`config.mk`:
```
export PLATFORM = sky130hd
export DESIGN_NAME = mix_columns_seq
export DESIGN_NICKNAME = d
export VERILOG_FILES = /design/src/rtl/mix_columns_seq.sv
export SDC_FILE = /design/constraint.sdc
export NUM_CORES = 1
export LEC_CHECK = 0
export CORE_ASPECT_RATIO = 1.4
export CORE_MARGIN = 4
export CORE_UTILIZATION = 55
export CTS_CLUSTER_DIAMETER = 100
export DETAILED_ROUTE_END_ITERATION = 8
export HOLD_SLACK_MARGIN = 0.1
export PLACE_DENSITY = 0.91
export SLEW_MARGIN = 20
export SYNTH_ARGS = -nofsm -noshare
export SYNTH_HDL_FRONTEND = slang
export SYNTH_SLANG_ARGS = --single-unit
```
`constraint.sdc`:
```
create_clock -name clk -period 13.7 [get_ports clk]
set_input_delay 2.74 -clock clk [delete_from_list [all_inputs] [get_ports clk]]
set_output_delay 2.74 -clock clk [all_outputs]
set_load 0.02 [all_outputs]
```
`src/rtl/mix_columns_seq.sv`:
```
// Iterative AES MixColumns engine: accepts a 128-bit state, transforms one column
// per clock through a shared GF(2^8) datapath, and presents the result over valid/ready.
module mix_columns_seq (
    input  logic         clk,
    input  logic         rst,
    input  logic         in_valid,
    output logic         in_ready,
    input  logic [127:0] data_in,
    output logic         out_valid,
    input  logic         out_ready,
    output logic [127:0] data_out
);

    typedef enum logic [1:0] {
        IDLE,
        BUSY,
        DONE
    } state_t;

    state_t       state_q, state_d;
    logic [1:0]   col_q, col_d;
    logic [127:0] data_q, data_d;
    logic [127:0] result_q, result_d;
    logic [31:0]  colIn;
    logic [31:0]  colOut;

    function automatic logic [7:0] xtime(input logic [7:0] x);
        xtime = {x[6:0], 1'b0} ^ (x[7] ? 8'h1B : 8'h00);
    endfunction

    function automatic logic [31:0] mixColumn(input logic [31:0] c);
        logic [7:0] a0, a1, a2, a3;
        a0 = c[31:24];
        a1 = c[23:16];
        a2 = c[15:8];
        a3 = c[7:0];
        mixColumn[31:24] = xtime(a0) ^ (xtime(a1) ^ a1) ^ a2 ^ a3;
        mixColumn[23:16] = a0 ^ xtime(a1) ^ (xtime(a2) ^ a2) ^ a3;
        mixColumn[15:8]  = a0 ^ a1 ^ xtime(a2) ^ (xtime(a3) ^ a3);
        mixColumn[7:0]   = (xtime(a0) ^ a0) ^ a1 ^ a2 ^ xtime(a3);
    endfunction

    // Column 0 occupies the most significant word of the state.
    always_comb begin
        colIn = data_q[127:96];
        case (col_q)
            2'd0:    colIn = data_q[127:96];
            2'd1:    colIn = data_q[95:64];
            2'd2:    colIn = data_q[63:32];
            default: colIn = data_q[31:0];
        endcase
        colOut = mixColumn(colIn);
    end

    always_comb begin
        state_d  = state_q;
        col_d    = col_q;
        data_d   = data_q;
        result_d = result_q;
        case (state_q)
            IDLE: begin
                if (in_valid) begin
                    data_d  = data_in;
                    col_d   = 2'd0;
                    state_d = BUSY;
                end
            end
            BUSY: begin
                case (col_q)
                    2'd0:    result_d[127:96] = colOut;
                    2'd1:    result_d[95:64]  = colOut;
                    2'd2:    result_d[63:32]  = colOut;
                    default: result_d[31:0]   = colOut;
                endcase
                if (col_q == 2'd3) begin
                    col_d   = 2'd0;
                    state_d = DONE;
                end else begin
                    col_d = col_q + 2'd1;
                end
            end
            DONE: begin
                if (out_ready) begin
                    state_d = IDLE;
                end
            end
            default: state_d = IDLE;
        endcase
    end

    always_ff @(posedge clk or posedge rst) begin
        if (rst) begin
            state_q  <= IDLE;
            col_q    <= 2'd0;
            data_q   <= 128'h0;
            result_q <= 128'h0;
        end else begin
            state_q  <= state_d;
            col_q    <= col_d;
            data_q   <= data_d;
            result_q <= result_d;
        end
    end

    assign in_ready  = (state_q == IDLE);
    assign out_valid = (state_q == DONE);
    assign data_out  = result_q;

endmodule

```
* Yosys cells after proc, flatten, opt, wreduce, memory -nomap -nowiden
Cells that the tools add are included.
** Storage, ports and cells
- Input bits :: 132
- Flip-flop bits (word level) :: 260
- Output and inout port bits :: 130
- Word-level logic and storage cells :: 60
** Operators by class
- Muxes and demuxes :: 12
- Eq/ne operators :: 8
- $add $sub $neg :: 1
- Bitwise operators :: 21
- Reductions and logical operators :: 11
** Operators with widths (count)
- $xor A8 B8 Y8 :: 16
- $pmux W32 S3 :: 1
- $xor A8 B5 Y8 :: 4
- $mux W5 :: 4
- $reduce_and A2 Y1 :: 6
- $mux W2 :: 5
- $eq A2 B2 Y1 const B :: 3
- $pmux W2 S3 :: 1
- $eq A2 B1 Y1 const B :: 2
- $logic_not A2 Y1 :: 2
- $ne A2 B2 Y1 const B :: 2
- $pmux W2 S2 :: 1
- $reduce_and A3 Y1 :: 1
- $reduce_or A3 Y1 :: 1
- $add A2 B1 Y2 const B :: 1
- $ne A2 B1 Y1 const B :: 1
- $reduce_bool A2 Y1 :: 1
- $not A1 Y1 :: 1

* Longest topological paths before layout
Gate-level depths: netlist of the first run.
- Depth after elaboration :: 8
- Depth in mapped cells :: 9
- Gate-level depth less buffers :: 7

* Least setup slack after synthesis of the first run
No wires, ideal clock.
- Path kind :: input -> register
- Start :: in in_valid
- End :: reg data_q[0]
- Setup slack :: 9668 ps
- Arrival :: 3907 ps
- Stages :: 4
- Setup time :: 125 ps
- Data required time :: 13575 ps
- Path buffers :: 2
- Cells stage by stage :: and2_1 > clkbuf_1 > clkbuf_1 > mux2_2
** On the way
- Word-level cells in the longest chain between the ends :: 1
** RTL lines
- from (decl) :: RTL line 6 : input logic in_valid,
- $reduce_and A2 Y1 (no line)
- to (signal assigned) :: RTL line 100 : data_q <= data_d;
- to (decl) :: RTL line 22 : logic [127:0] data_q, data_d;
No other way between the ends.
A chain may end at the register's enable or synchronous reset.

* Final worst setup path of the first run
- Start :: in in_valid
- End :: reg data_q[116]
The elaborated chain is that of the path after synthesis.

==> results of run 1 <==
Yosys cell counts:
library cell | n | area share [%]
clkbuf_1 | 40 | 1.3
xnor2_2 | 3 | 0.41
nand2_1 | 132 | 4.2
buf_4 | 5 | 0.32
a2bb2oi_2 | 18 | 2.3
nor2_1 | 4 | 0.13
mux2_2 | 128 | 12
a2bb2oi_4 | 7 | 1.6
xnor2_4 | 2 | 0.47
o21ai_1 | 66 | 2.8
inv_1 | 4 | 0.13
o21bai_1 | 1 | 0.063
mux2i_1 | 1 | 0.085
a222oi_1 | 2 | 0.17
buf_2 | 5 | 0.21
xnor3_2 | 3 | 0.60
nor2b_1 | 3 | 0.16
dfrtp_1 | 260 | 55
xor3_1 | 4 | 0.80
clkinv_8 | 1 | 0.14
a21oi_2 | 1 | 0.074
a22oi_2 | 2 | 0.21
o21ai_0 | 63 | 2.7
nand2b_1 | 1 | 0.053
xor2_4 | 1 | 0.23
xnor2_1 | 10 | 0.74
buf_6 | 9 | 0.86
xor2_2 | 3 | 0.41
a22o_1 | 2 | 0.15
xor2_1 | 8 | 0.59
o2bb2ai_2 | 1 | 0.13
xnor3_1 | 37 | 7.0
and2_1 | 1 | 0.053
a2bb2oi_1 | 4 | 0.30
a22oi_1 | 28 | 1.8
a21oi_1 | 32 | 1.4
ha_1 | 4 | 0.42
layout by cell type (no fill, tap or decap), types with 2 or more instances in the layout:
cell type and n:
a2bb2oi_1 4, mux2_2 128, a22o_1 2, a22oi_1 28
xnor2_4 2, clkdlybuf4s50_1 261, clkbuf_8 3, nand2_4 4
o21ai_0 63, ha_2 3, inv_1 3, o21ai_1 66
clkinv_2 4, nor2_1 4, a2bb2oi_4 7, xor2_2 3
xnor3_1 37, xnor3_2 3, nand2_1 128, a2bb2oi_2 18
xor2_1 8, xnor2_1 10, dfrtp_1 260, buf_4 3
xnor2_2 3, xor3_1 4, a22oi_2 2, clkbuf_1 5
clkinvlp_4 2, bufinv_16 7, a222oi_1 2, clkbuf_16 27
a21oi_1 32, nor2b_1 3
registers in the layout, summed over array words and instances, names as in the netlist:
signal    flops
col_q         2
data_out    128
data_q      128
state_q       2
through the flow:
stage / std cells / utilization (%) / worst slack (ns)
after global routing: 1410 / 73.18 / 8.805
after detailed placement: 1362 / 68.44 / 8.377
after CTS: 1410 / 73.07 / 8.928
after global placement: 1362 / 68.44 / 8.436
after floorplan: 896 / - / 3.805
final: 1410 / 73.18 / 8.865
worst register-to-register path, delay by kind of cell (launching register included):
family                   cells  cell delay (ns)
buffers and inverters        1             0.46
flip-flops                   1             0.43
XOR/XNOR                     2             0.92
AO/OA/AOI/OAI                2             0.57
adder cells (fa/ha/maj)      1             0.84
area by class of cell:
type | instances | area, sq um
multi-input combinational | 572 | 5020
fill | 1296 | 5687
timing repair buffer | 265 | 2646
sequential | 260 | 6506
tap | 260 | 325.3
clock buffer | 35 | 735.7
inverter | 5 | 38.79
clock inverter | 13 | 245.2
routing by layer:
layer	vias to the layer above	part of all wire [%]	track usage, %
li1	3625	-	-
met1	4062	38	32.14
met2	317	50	44.62
met3	87	7.1	7.040
met4	0	4.5	11.35
met5	-	0	0
path summary, 6_finish.rpt:
path / to / start / cells past startpoint
worst max-delay path: data_q[116] / in_valid / 4
worst min register to register: data_out[101] / data_out[101] / 2
worst max register to register: data_out[103] / col_q[0] / 6
min in group asynchronous: data_out[25] / rst / 2
worst min-delay path: data_out[101] / data_out[101] / 2
max in group asynchronous: data_out[35] / rst / 3
cells by family after synthesis:
logic type,Yosys count
DFF,260
buffers and inverters,64
adders and majority gates,4
muxes,129
and+or+nand+nor,141
xor gates and xnor gates,71
AOI/OAI and AO/OA,227
==> run metrics, run 1 <==
status=completed; Ys Warns=0; initial core utilization=55.80%; Synth Area in XOR/XNOR=11.30%; Final min period=4.835 ns; Overflow after GRT=0; TritonCTS clock tree=yes; Worst slew margin=34.90%; #FFs+latches synth=260; Post-Synth Simple-Gate Area=approximately 4.6%; CP Launch Type=primary input; Slew @ Worst Pin=0.9765 ns; core region area=21200 sq um; postcts setup bufs=0; TNS Setup=0 ns; Antenna Nets Post-Route=0; worst-path maximum fanout=65; Root Buffer=clkbuf_16; TritonCTS Sinks=260; Cell variety after synth=37; initial antenna violation count=0; R2R setup slack=10.33 ns; first-pass GRT wire length=49.71 mm; Final Hold Viols=0; Avg Inst Size Synth=between 10 and 15 sq um; slowest CP cell=buf_4; CTS clk-pin slew, worst paths=0.06 ns; Worst Path Arrival=between 5 and 6 ns; largest net degree at the start of global routing=96; Synth Instances=896; die area=23960 sq um; Hold WC Path Type=flop to flop; Setup violations, final=0; Via Count=8091; Largest stage delay, worst path=0.77 ns; Placed Area=14510 sq um; CP Class=primary input to flop; syn nets=1032; Placer Congestion=between 0.8 and 0.9; DR iter-0 viols=547; hold slack=roughly 0.48 ns; Post-DP HPWL=between 20 and 25 mm; I/O pin count=262; CP delay by family, top=buffers and inverters; Seq/Total Area, Yosys=between 50% and 60%; Buffers & Inverters on Critical Path=2; htree depth=1; DRT Pass-1 Iters=5; Max Cap Viol=0; Worst Setup End Kind=flop; Area growth, synth to finish=31.15%; num rows=63; Nets=1266; fin crit share=35.29%; cts-stage hold buffer count=0; Synth Area in Compound Gates=13.52%; Critical Path, Cell by Cell=clkdlybuf4s50_1 > and2_4 > buf_4 > mux2_2; Die Y-Extent=approximately 180 microns; final instance area=15520 sq um; FMAX=between 200 and 250 MHz; CTS Buffer Depth=3; wire per inst=between 20 and 25 microns; Via-to-Cell Ratio=about 5.7; vias in the first global route=8725; worst clock skew=0.01532 ns; CP Data Required Time=14.10 ns; total CTS buffers=26; largest family of logic cells by synthesized area=compound AO/OA/AOI/OAI gates; worst skew pair latency=0.53 ns; IO buf count=261; Max Slew Vio Count=0; Post-CTS Resized=0; antenna fix cells=0; multiplexer share of the synthesized area=12.27%; share of cells above drive strength 1=between 15 and 20%; total global-route track usage=26.43%; # DRC=0; Adder-Cell Fraction of Synth Area=less than 1%; mapped cell area=approximately 12000 sq um; final wirelength=31.99 mm; Die W=132.0 microns; RSZ-0062 raised after global routing=no
Power of run 1 is not shown: default switching activity piles up to over one toggle a cycle in this logic, so the estimate is an artifact.
==> run 2, diff against run 1 <==
--- a/config.mk
+++ b/config.mk
@@ -7,11 +7,11 @@
 export LEC_CHECK = 0
 export CORE_ASPECT_RATIO = 1.4
 export CORE_MARGIN = 4
-export CORE_UTILIZATION = 55
+export CORE_UTILIZATION = 46
 export CTS_CLUSTER_DIAMETER = 100
 export DETAILED_ROUTE_END_ITERATION = 8
 export HOLD_SLACK_MARGIN = 0.1
-export PLACE_DENSITY = 0.91
+export PLACE_DENSITY = 0.82
 export SLEW_MARGIN = 20
 export SYNTH_ARGS = -nofsm -noshare
 export SYNTH_HDL_FRONTEND = slang
==> constraint.sdc (replaced) <==
create_clock -name clk -period 4.1 [get_ports clk]
set_input_delay 0.82 -clock clk [delete_from_list [all_inputs] [get_ports clk]]
set_output_delay 0.82 -clock clk [all_outputs]
set_load 0.02 [all_outputs]
==> run 2 against run 1 <==
Compared with the run above:
- non-clock buffer count rose by 17
- die area rose by 18%
- critical path depth rose by 4
- cell area rose by 0.87%
- setup slack got worse by 8.0 ns
- worst hold slack improved by 0.0013 ns
- register-to-register slack got worse by 9.5 ns
- largest cell class unchanged
- critical endpoint is now data_out[23]
- via count fell by 0.31%
- clock-buffer cell count rose by 2
==> run metrics, run 2 (same netlist as run 1, synthesis figures left out) <==
Post-DP HPWL=24.83 mm; Placer Congestion=roughly 0.83; Worst slew margin=32.98%; largest net degree at the start of global routing=68; Final Hold Viols=0; Die W=approximately 140 microns; CTS Buffer Depth=3; Nets=1283; number of fillers in the final layout=between 1.5k and 2k; global routing's busiest layer=met2; Final min period=3.237 ns; vias in the first global route=between 8k and 9k; final wirelength=33.78 mm; initial core utilization=46.61%; cts-stage hold buffer count=0; Worst Setup End Kind=flop; met3 GRT Util=4.760%; total CTS buffers=26; htree depth=1; TritonCTS Sinks=260; Setup violations, final=0; I/O pin count=262; Hold WC Path Type=flop to flop; Slew @ Worst Pin=1.002 ns; fin crit share=78.95%; TritonCTS clock tree=yes; die area=28390 sq um; Final Non-Filler Cells=about 1.5k; CP Data Required Time=4.48 ns; Area growth, synth to finish=32.30%; postcts setup bufs=0; most frequent cells in the layout=261 x clkdlybuf4s50_1, 260 x dfrtp_1, 128 x nand2_1, 128 x mux2_2, 66 x o21ai_1; IO buf count=261; Root Buffer=clkbuf_16; Placed Cells=between 1k and 1.5k; Antenna Nets Post-Route=0; wire per inst=22.73 microns; status=completed; antenna fix cells=0; worst-path maximum fanout=21; CP Launch Type=flop; num rows=69; # DRC=0; Max Cap Viol=0; Post-CTS Resized=0; DRT Pass-1 Iters=5; RSZ-0062 raised after global routing=no; CTS clk-pin slew, worst paths=0.07 ns; Overflow after GRT=0; first-pass GRT wire length=51.89 mm; FF+latch area=6506 sq um; initial antenna violation count=0; core region area=25380 sq um; commonest non-fill, non-tap cell in the layout=clkdlybuf4s50_1; DR iter-0 viols=465; worst skew pair latency=0.53 ns; Worst Path Arrival=3.61 ns; Max Slew Vio Count=0; CP Class=flop to flop; share of cells above drive strength 1=a little over a fifth; worst clock skew=about 0.015 ns; Via-to-Cell Ratio=5.428; Die Y-Extent=197.8 microns; Via Count=around 8.1k; multi-input gate area in the final layout=between 4000 and 5000 sq um; total global-route track usage=23.70%; met2 Usage GRT=between 40% and 50%; FMAX=about 300 MHz; routing usage on met1=29.87%
run 2: layer usage:
metal,vias to the layer above,share of wire [%]
met5,-,0
met4,0,3.7
met3,68,6.5
met2,261,51
met1,4078,38
li1,3659,-
run 2: area by class of cell:
cell class	count	area share [%]
Tap cell	319	2.550
Clock buffer	37	5.068
Clock inverter	11	0.5835
Sequential cell	260	41.57
Timing Repair Buffer	282	18.10
Inverter	5	0.2238
Multi-Input combinational cell	572	31.91
run 2: final timing paths:
path / slack [ns] / start / cells after the start / endpoint
setup / recovery: 0.86 / col_q[0] / 8 / data_out[23]
hold / removal: 0.48 / data_out[72] / 2 / data_out[72]
setup reg to reg: 0.86 / col_q[0] / 8 / data_out[23]
hold reg to reg: 0.48 / data_out[72] / 2 / data_out[72]
max in group asynchronous: 2.49 / rst / 3 / data_out[53]
min in group asynchronous: 0.79 / rst / 2 / data_q[50]
run 2: worst max-delay path, cell delays in order, from the launching register on:
cell,delay [ns]
dfrtp_1,0.43
inv_1,0.09
ha_1,0.42
buf_12,0.26
a222oi_1,0.66
a21oi_1,0.27
xnor3_1,0.26
xnor2_1,0.47
o21ai_0,0.20
run 2: metrics by stage:
| stage | setup TNS (ns) | util [%] | hold slack (ns) | cell area [sq um] | worst slack [ns] |
|---|---|---|---|---|---|
| finish | 0 | 61.67 | 0.4808 | 15650 | 0.8629 |
| floorplan | -38.37 | - | 0.4632 | 11840 | -0.1476 |
| global route | 0 | 61.67 | 0.5098 | 15650 | 0.6910 |
| global placement | 0 | 58.18 | 0.4614 | 14770 | 0.9230 |
| detailed placement | 0 | 58.18 | 0.4730 | 14770 | 0.8560 |
| CTS | 0 | 61.67 | 0.4866 | 15650 | 0.8418 |
Power of run 2 is left out for the same reason.
